<file path="src/rtl/onchip_sram_dp_param.sv">
// rtl/onchip_sram_dp_param.sv - true-dual-port on-chip SRAM with two Avalon-MM slaves
// Zero-fill sequencer after reset, byte lanes, port-A-wins write arbitration, cross-port forwarding.
module onchip_sram_dp_param #(
    parameter int DATA_W         = 16,
    parameter int DEPTH          = 34,
    parameter int ADDR_W         = 6,
    parameter int READ_LATENCY   = 1,
    parameter int MIXED_RDW_NEW  = 0,
    parameter int CLEAR_ON_RESET = 1
) (
    input  logic                clk,
    input  logic                reset_n,
    input  logic [ADDR_W-1:0]   address,
    input  logic [ADDR_W-1:0]   address2,
    input  logic [DATA_W/8-1:0] byteenable,
    input  logic [DATA_W/8-1:0] byteenable2,
    input  logic                chipselect,
    input  logic                chipselect2,
    input  logic                write,
    input  logic                write2,
    input  logic                clken,
    input  logic                clken2,
    input  logic [DATA_W-1:0]   writedata,
    input  logic [DATA_W-1:0]   writedata2,
    output logic [DATA_W-1:0]   readdata,
    output logic [DATA_W-1:0]   readdata2,
    output logic                readdatavalid,
    output logic                readdatavalid2,
    output logic                waitrequest,
    output logic                waitrequest2,
    output logic                clear_busy,
    output logic                collision
);
    localparam int NB = DATA_W / 8;
    localparam logic [ADDR_W-1:0] LAST_WORD = ADDR_W'(DEPTH - 1);
    localparam logic [ADDR_W:0]   DEPTH_V   = (ADDR_W + 1)'(DEPTH);

    typedef enum logic {ST_CLEAR, ST_RUN} state_t;

    state_t            state_q, state_d;
    logic [ADDR_W-1:0] clr_cnt_q, clr_cnt_d;
    logic [DATA_W-1:0] mem [DEPTH];

    logic              busy, acc_a, acc_b, wr_a, wr_b, a_in, b_in, same_addr;
    logic [1:0]        rd_acc, ck;
    logic [DATA_W-1:0] old_a, old_b;
    logic [DATA_W-1:0] rdata [2];

    logic [1:0]        s1_v_q, out_v_q;
    logic [DATA_W-1:0] s1_d_q [2];
    logic [DATA_W-1:0] out_d_q [2];
    logic              collision_q;

    function automatic logic [DATA_W-1:0] merge_lanes(input logic [DATA_W-1:0] old_w,
                                                      input logic [DATA_W-1:0] new_w,
                                                      input logic [NB-1:0]     be);
        merge_lanes = old_w;
        for (int i = 0; i < NB; i++) begin
            if (be[i]) merge_lanes[i*8 +: 8] = new_w[i*8 +: 8];
        end
    endfunction

    always_comb begin
        state_d   = state_q;
        clr_cnt_d = clr_cnt_q;
        if (state_q == ST_CLEAR) begin
            clr_cnt_d = clr_cnt_q + 1'b1;
            if (clr_cnt_q == LAST_WORD) begin
                state_d   = ST_RUN;
                clr_cnt_d = '0;
            end
        end
    end

    always_ff @(posedge clk) begin
        if (!reset_n) begin
            state_q   <= (CLEAR_ON_RESET != 0) ? ST_CLEAR : ST_RUN;
            clr_cnt_q <= '0;
        end else begin
            state_q   <= state_d;
            clr_cnt_q <= clr_cnt_d;
        end
    end

    assign busy         = (state_q == ST_CLEAR);
    assign waitrequest  = busy;
    assign waitrequest2 = busy;
    assign clear_busy   = busy;

    assign acc_a     = reset_n & ~busy & chipselect  & clken;
    assign acc_b     = reset_n & ~busy & chipselect2 & clken2;
    assign wr_a      = acc_a & write;
    assign wr_b      = acc_b & write2;
    assign rd_acc    = {acc_b & ~write2, acc_a & ~write};
    assign ck        = {clken2, clken};
    assign a_in      = {1'b0, address}  < DEPTH_V;
    assign b_in      = {1'b0, address2} < DEPTH_V;
    assign same_addr = a_in & b_in & (address == address2);

    // Port B lanes are applied first so port A's later assignment wins on overlap.
    always_ff @(posedge clk) begin
        if (reset_n && busy) begin
            mem[clr_cnt_q] <= '0;
        end else begin
            if (wr_b && b_in) begin
                for (int i = 0; i < NB; i++) begin
                    if (byteenable2[i]) mem[address2][i*8 +: 8] <= writedata2[i*8 +: 8];
                end
            end
            if (wr_a && a_in) begin
                for (int i = 0; i < NB; i++) begin
                    if (byteenable[i]) mem[address][i*8 +: 8] <= writedata[i*8 +: 8];
                end
            end
        end
    end

    always_comb begin
        old_a    = a_in ? mem[address]  : '0;
        old_b    = b_in ? mem[address2] : '0;
        rdata[0] = old_a;
        rdata[1] = old_b;
        if (MIXED_RDW_NEW != 0 && same_addr && wr_b) rdata[0] = merge_lanes(old_a, writedata2, byteenable2);
        if (MIXED_RDW_NEW != 0 && same_addr && wr_a) rdata[1] = merge_lanes(old_b, writedata, byteenable);
    end

    // A stalled port freezes its pipeline; readdata only moves when a result is delivered.
    always_ff @(posedge clk) begin
        if (!reset_n) begin
            s1_v_q      <= '0;
            out_v_q     <= '0;
            collision_q <= 1'b0;
            for (int p = 0; p < 2; p++) begin
                s1_d_q[p]  <= '0;
                out_d_q[p] <= '0;
            end
        end else begin
            collision_q <= wr_a & wr_b & same_addr;
            for (int p = 0; p < 2; p++) begin
                if (READ_LATENCY == 1) begin
                    out_v_q[p] <= rd_acc[p];
                    if (rd_acc[p]) out_d_q[p] <= rdata[p];
                end else if (ck[p]) begin
                    s1_v_q[p]  <= rd_acc[p];
                    if (rd_acc[p]) s1_d_q[p] <= rdata[p];
                    out_v_q[p] <= s1_v_q[p];
                    if (s1_v_q[p]) out_d_q[p] <= s1_d_q[p];
                end else begin
                    out_v_q[p] <= 1'b0;
                end
            end
        end
    end

    assign readdata       = out_d_q[0];
    assign readdata2      = out_d_q[1];
    assign readdatavalid  = out_v_q[0];
    assign readdatavalid2 = out_v_q[1];
    assign collision      = collision_q;

endmodule

</file>
<file path="config.mk">
export PLATFORM = sky130hd
export DESIGN_NAME = onchip_sram_dp_param
export DESIGN_NICKNAME = d
export VERILOG_FILES = /design/src/rtl/onchip_sram_dp_param.sv
export SDC_FILE = /design/constraint.sdc
export NUM_CORES = 1
export LEC_CHECK = 0
export BUFFER_PORTS_ARGS = -buffer_cell sky130_fd_sc_hd__clkbuf_2
export CORE_MARGIN = 4
export CORE_UTILIZATION = 60
export CTS_CLUSTER_DIAMETER = 200
export DETAILED_ROUTE_END_ITERATION = 10
export PLACE_DENSITY = 0.8
export REMOVE_ABC_BUFFERS = 1
export SYNTH_ARGS = -nofsm -noshare
export SYNTH_HDL_FRONTEND = slang
export SYNTH_SLANG_ARGS = --single-unit
export TNS_END_PERCENT = 30
</file>
<file path="constraint.sdc">
create_clock -name clk -period 5.1 [get_ports clk]
set_input_delay 0.51 -clock clk [delete_from_list [all_inputs] [get_ports clk]]
set_output_delay 0.51 -clock clk [all_outputs]
set_load 0.03 [all_outputs]
</file>
==> flow_metrics.env <==
export IMPL_power_frac_comb_pct=8.1
export IMPL_dpl_cell_count=3105
export IMPL_first_global_vias=24522
export IMPL_postCtsSetupRepairBufs=0
export IMPL_grt_max_degree=57
export IMPL_cp_max_fo=19
export IMPL_cellLeakagePower_nw=13.5
export IMPL_fill_cells=4150
export IMPL_overflow=0
export IMPL_power_switching_mw=2.60
export IMPL_cts_resized=0
export IMPL_grt_usage_pct=38.3
export IMPL_yosys_register_bits=586
export IMPL_rsz0062_at_grt="false"
export IMPL_routabilityCongestion=1.09
export IMPL_synth_area_mm2=0.0357
export IMPL_core_area_mm2=0.0589
export IMPL_yosysWarnings=0
export IMPL_initial_core_util_pct=60.6
export IMPL_cts_tree="done"
export IMPL_fmax_ghz=0.277
export IMPL_r2r_start="state_q"
export IMPL_required_ns=5.35
export IMPL_wl_per_cell_um=38.3
export IMPL_ir_worst_vdd_mv=0.277
export IMPL_cts_hold_buffers=0
export IMPL_chipHeight_um=252
export IMPL_numCtsBuffers=61
export IMPL_whs_endpoint="out_v_q[0]"
export IMPL_final_setup_viol_count=0
export IMPL_slew_headroom_pct=6.87
export IMPL_vias=24899
export IMPL_fin_crit_sh_pct=70.8
export IMPL_die_w_um=252
export IMPL_diodes=0
export IMPL_hp_class="in -> reg"
export IMPL_area_delta_synth_final_pct=7.60
export IMPL_seq_power_share_pct=49.0
export IMPL_synth_seq_area_share_pct=49.0
export IMPL_antenna_found_initial=5
export IMPL_clk_pin_slew_ns=0.06
export IMPL_avgViaCountPerCell=7.73
export IMPL_tightest_slew_ns=1.40
export IMPL_netlist_area_leader_share_pct=48.5
export IMPL_clk_latency_ns=0.65
export IMPL_grt_pass1_wl_um=177000
export IMPL_p_per_area_mw_per_mm2=280
export IMPL_switching_share_pct=24.2
export IMPL_clockBufferDepth=3
export IMPL_final_layout_size_suffix_gt1_share_pct=47.0
export IMPL_ys_flop_type="edfxtp_1"
export IMPL_drc=0
export IMPL_r2r_end="mem[19][11]"
export IMPL_worstHoldPathCells=2
export IMPL_worstHoldStart="write"
export IMPL_hold_viol=0
export IMPL_placementRows=89
export IMPL_critical_path_class="reg -> reg"
export IMPL_synth_distinct_cells=76
export IMPL_cts_root_buf="clkbuf_16"
export IMPL_p_int_mw=8.15
export IMPL_numPortBuffers=93
export IMPL_cp_start_kind="flop"
export IMPL_drtAntennaViolNets=0
export IMPL_arrival_ns=3.86
export IMPL_die_area_mm2=0.0635
export IMPL_drv_cap=0
export IMPL_end_kind="flop"
export IMPL_synth_common_cells="mux2_2, edfxtp_1, mux4_2"
export IMPL_dr_pass1_iters=8
export IMPL_clkPwrFrac_pct=42.9
export IMPL_first_iter_violations=4058
export IMPL_post_route_min_period_ns=3.61
export IMPL_syn_inst=2428
export IMPL_yosysTopAreaCell="edfxtp_1"
export IMPL_r2r_setup_slack_ns=1.49
export IMPL_ys_top_cells_by_area="edfxtp_1, mux2_2, mux4_2, mux2i_1, a221oi_1"
export IMPL_power_mw=10.8
export IMPL_final_cell_count_no_fill=3220
export IMPL_r2r_cells=5
export IMPL_dpl_hpwl_um=82200
export IMPL_setup_tns_ns=0
export IMPL_clock_skew_ns=0.0304
export IMPL_synth_async_reset_ratio_pct=0
export IMPL_synth_edff_count=576
export IMPL_io_pins=94
export IMPL_synthMostInstantiatedCell="mux2_2"
export IMPL_cts_max_level=2
export IMPL_nNetsFinal=2453
export IMPL_outcome="finished clean"
export IMPL_final_max_slew_viol_count=0
export IMPL_wl_um=123000
export IMPL_numClockSinks=586
export IMPL_final_util_pct=65.2
export IMPL_whs_ns=0.243
export IMPL_syn_area_per_cell_um2=14.7
==> cell type report <==
class | count | area, um^2 | area share (%)
multi-input combinational | 1567 | 16800 | 43.8
clock inverter | 41 | 387 | 1.01
inverter | 13 | 48.8 | 0.127
clock buffer | 74 | 1650 | 4.29
timing repair buffer | 166 | 1060 | 2.75
sequential | 586 | 17500 | 45.6
tap | 773 | 967 | 2.52
==> power by group through the flow <==
stage | Combinational (mW) | Clock [mW] | Sequential, mW
floorplan | 0.330 | 0 | 5.38
global placement | 0.818 | 0 | 5.37
detailed placement | 0.829 | 0 | 5.37
CTS | 0.832 | 4.60 | 5.27
global route | 0.875 | 4.81 | 5.27
finish | 0.873 | 4.61 | 5.27
==> routing by layer <==
layer  GRT usage, %  routed length (um)
met3           11.6               17200
met4           22.4                9380
met2           57.7               54600
met5         0.0752                  96
met1           49.7               41900
==> metrics by stage <==
stage,setup slack (ns),cell area [um^2]
finish,1.49,38400
detailed placement,1.25,36400
global placement,1.36,36400
CTS,1.72,38400
floorplan,1.88,34300
global route,1.53,38400
==> critical path, stage by stage, from the launching register on <==
cell      delay, ns
dfxtp_1        0.37
and4_1         0.33
o2111a_2       0.62
mux2i_1        0.53
nand2_1        0.40
o22ai_1        0.95
==> logic make-up after synthesis <==
kind of cell               Yosys count  share of synthesized area, %
adders and majority gates            2                        0.0701
AOI/OAI and AO/OA                  349                          7.48
DFF                                586                          49.0
and+or+nand+nor                    312                          5.19
muxes                              897                          34.1
buffers and inverters              275                          3.95
xor gates and xnor gates             7                         0.172
==> state kept, by name (all words and copies together), names as in the netlist <==
| name | count |
|---|---|
| mem | 544 |
| out_d_q | 32 |
| clr_cnt_q | 6 |
| out_v_q | 2 |
| collision | 1 |
| state_q | 1 |
==> worst max-delay path by stage <==
stage	start	end	slack, ns
6_report	state_q	mem[19][11]	1.49
5_1_grt	state_q	mem[19][15]	1.53
4_1_cts	state_q	mem[19][11]	1.72
3_5_place_dp	address2[3]	mem[19][13]	1.25
3_3_place_gp	address2[3]	mem[18][10]	1.36
2_1_floorplan	address2[2]	mem[21][0]	1.88
==> placed cells by master (no fill, tap or decap), types with 5 or more instances in the layout <==
cell type,instances
a211oi_1,17
a21oi_1,50
a221o_1,6
a221oi_1,58
a22o_1,9
a22oi_1,38
a311oi_1,6
a31oi_1,13
and2_1,32
buf_4,74
bufinv_16,7
clkbuf_1,8
clkbuf_16,63
clkbuf_2,88
clkinv_1,15
clkinv_2,15
dfxtp_1,10
edfxtp_1,576
inv_1,9
mux2_1,29
mux2_2,579
mux2i_1,94
mux4_2,195
nand2_1,91
nand2_2,6
nand2b_1,10
nand3_1,5
nand4_1,5
nor2_1,34
nor2_2,49
nor2_4,17
nor2b_1,10
nor3_1,11
nor3_4,7
o211a_1,12
o21ai_0,26
o21bai_1,6
o22ai_1,66
o22ai_2,8
xnor2_1,7
No activity file was read; power rests on OpenSTA's default activity.
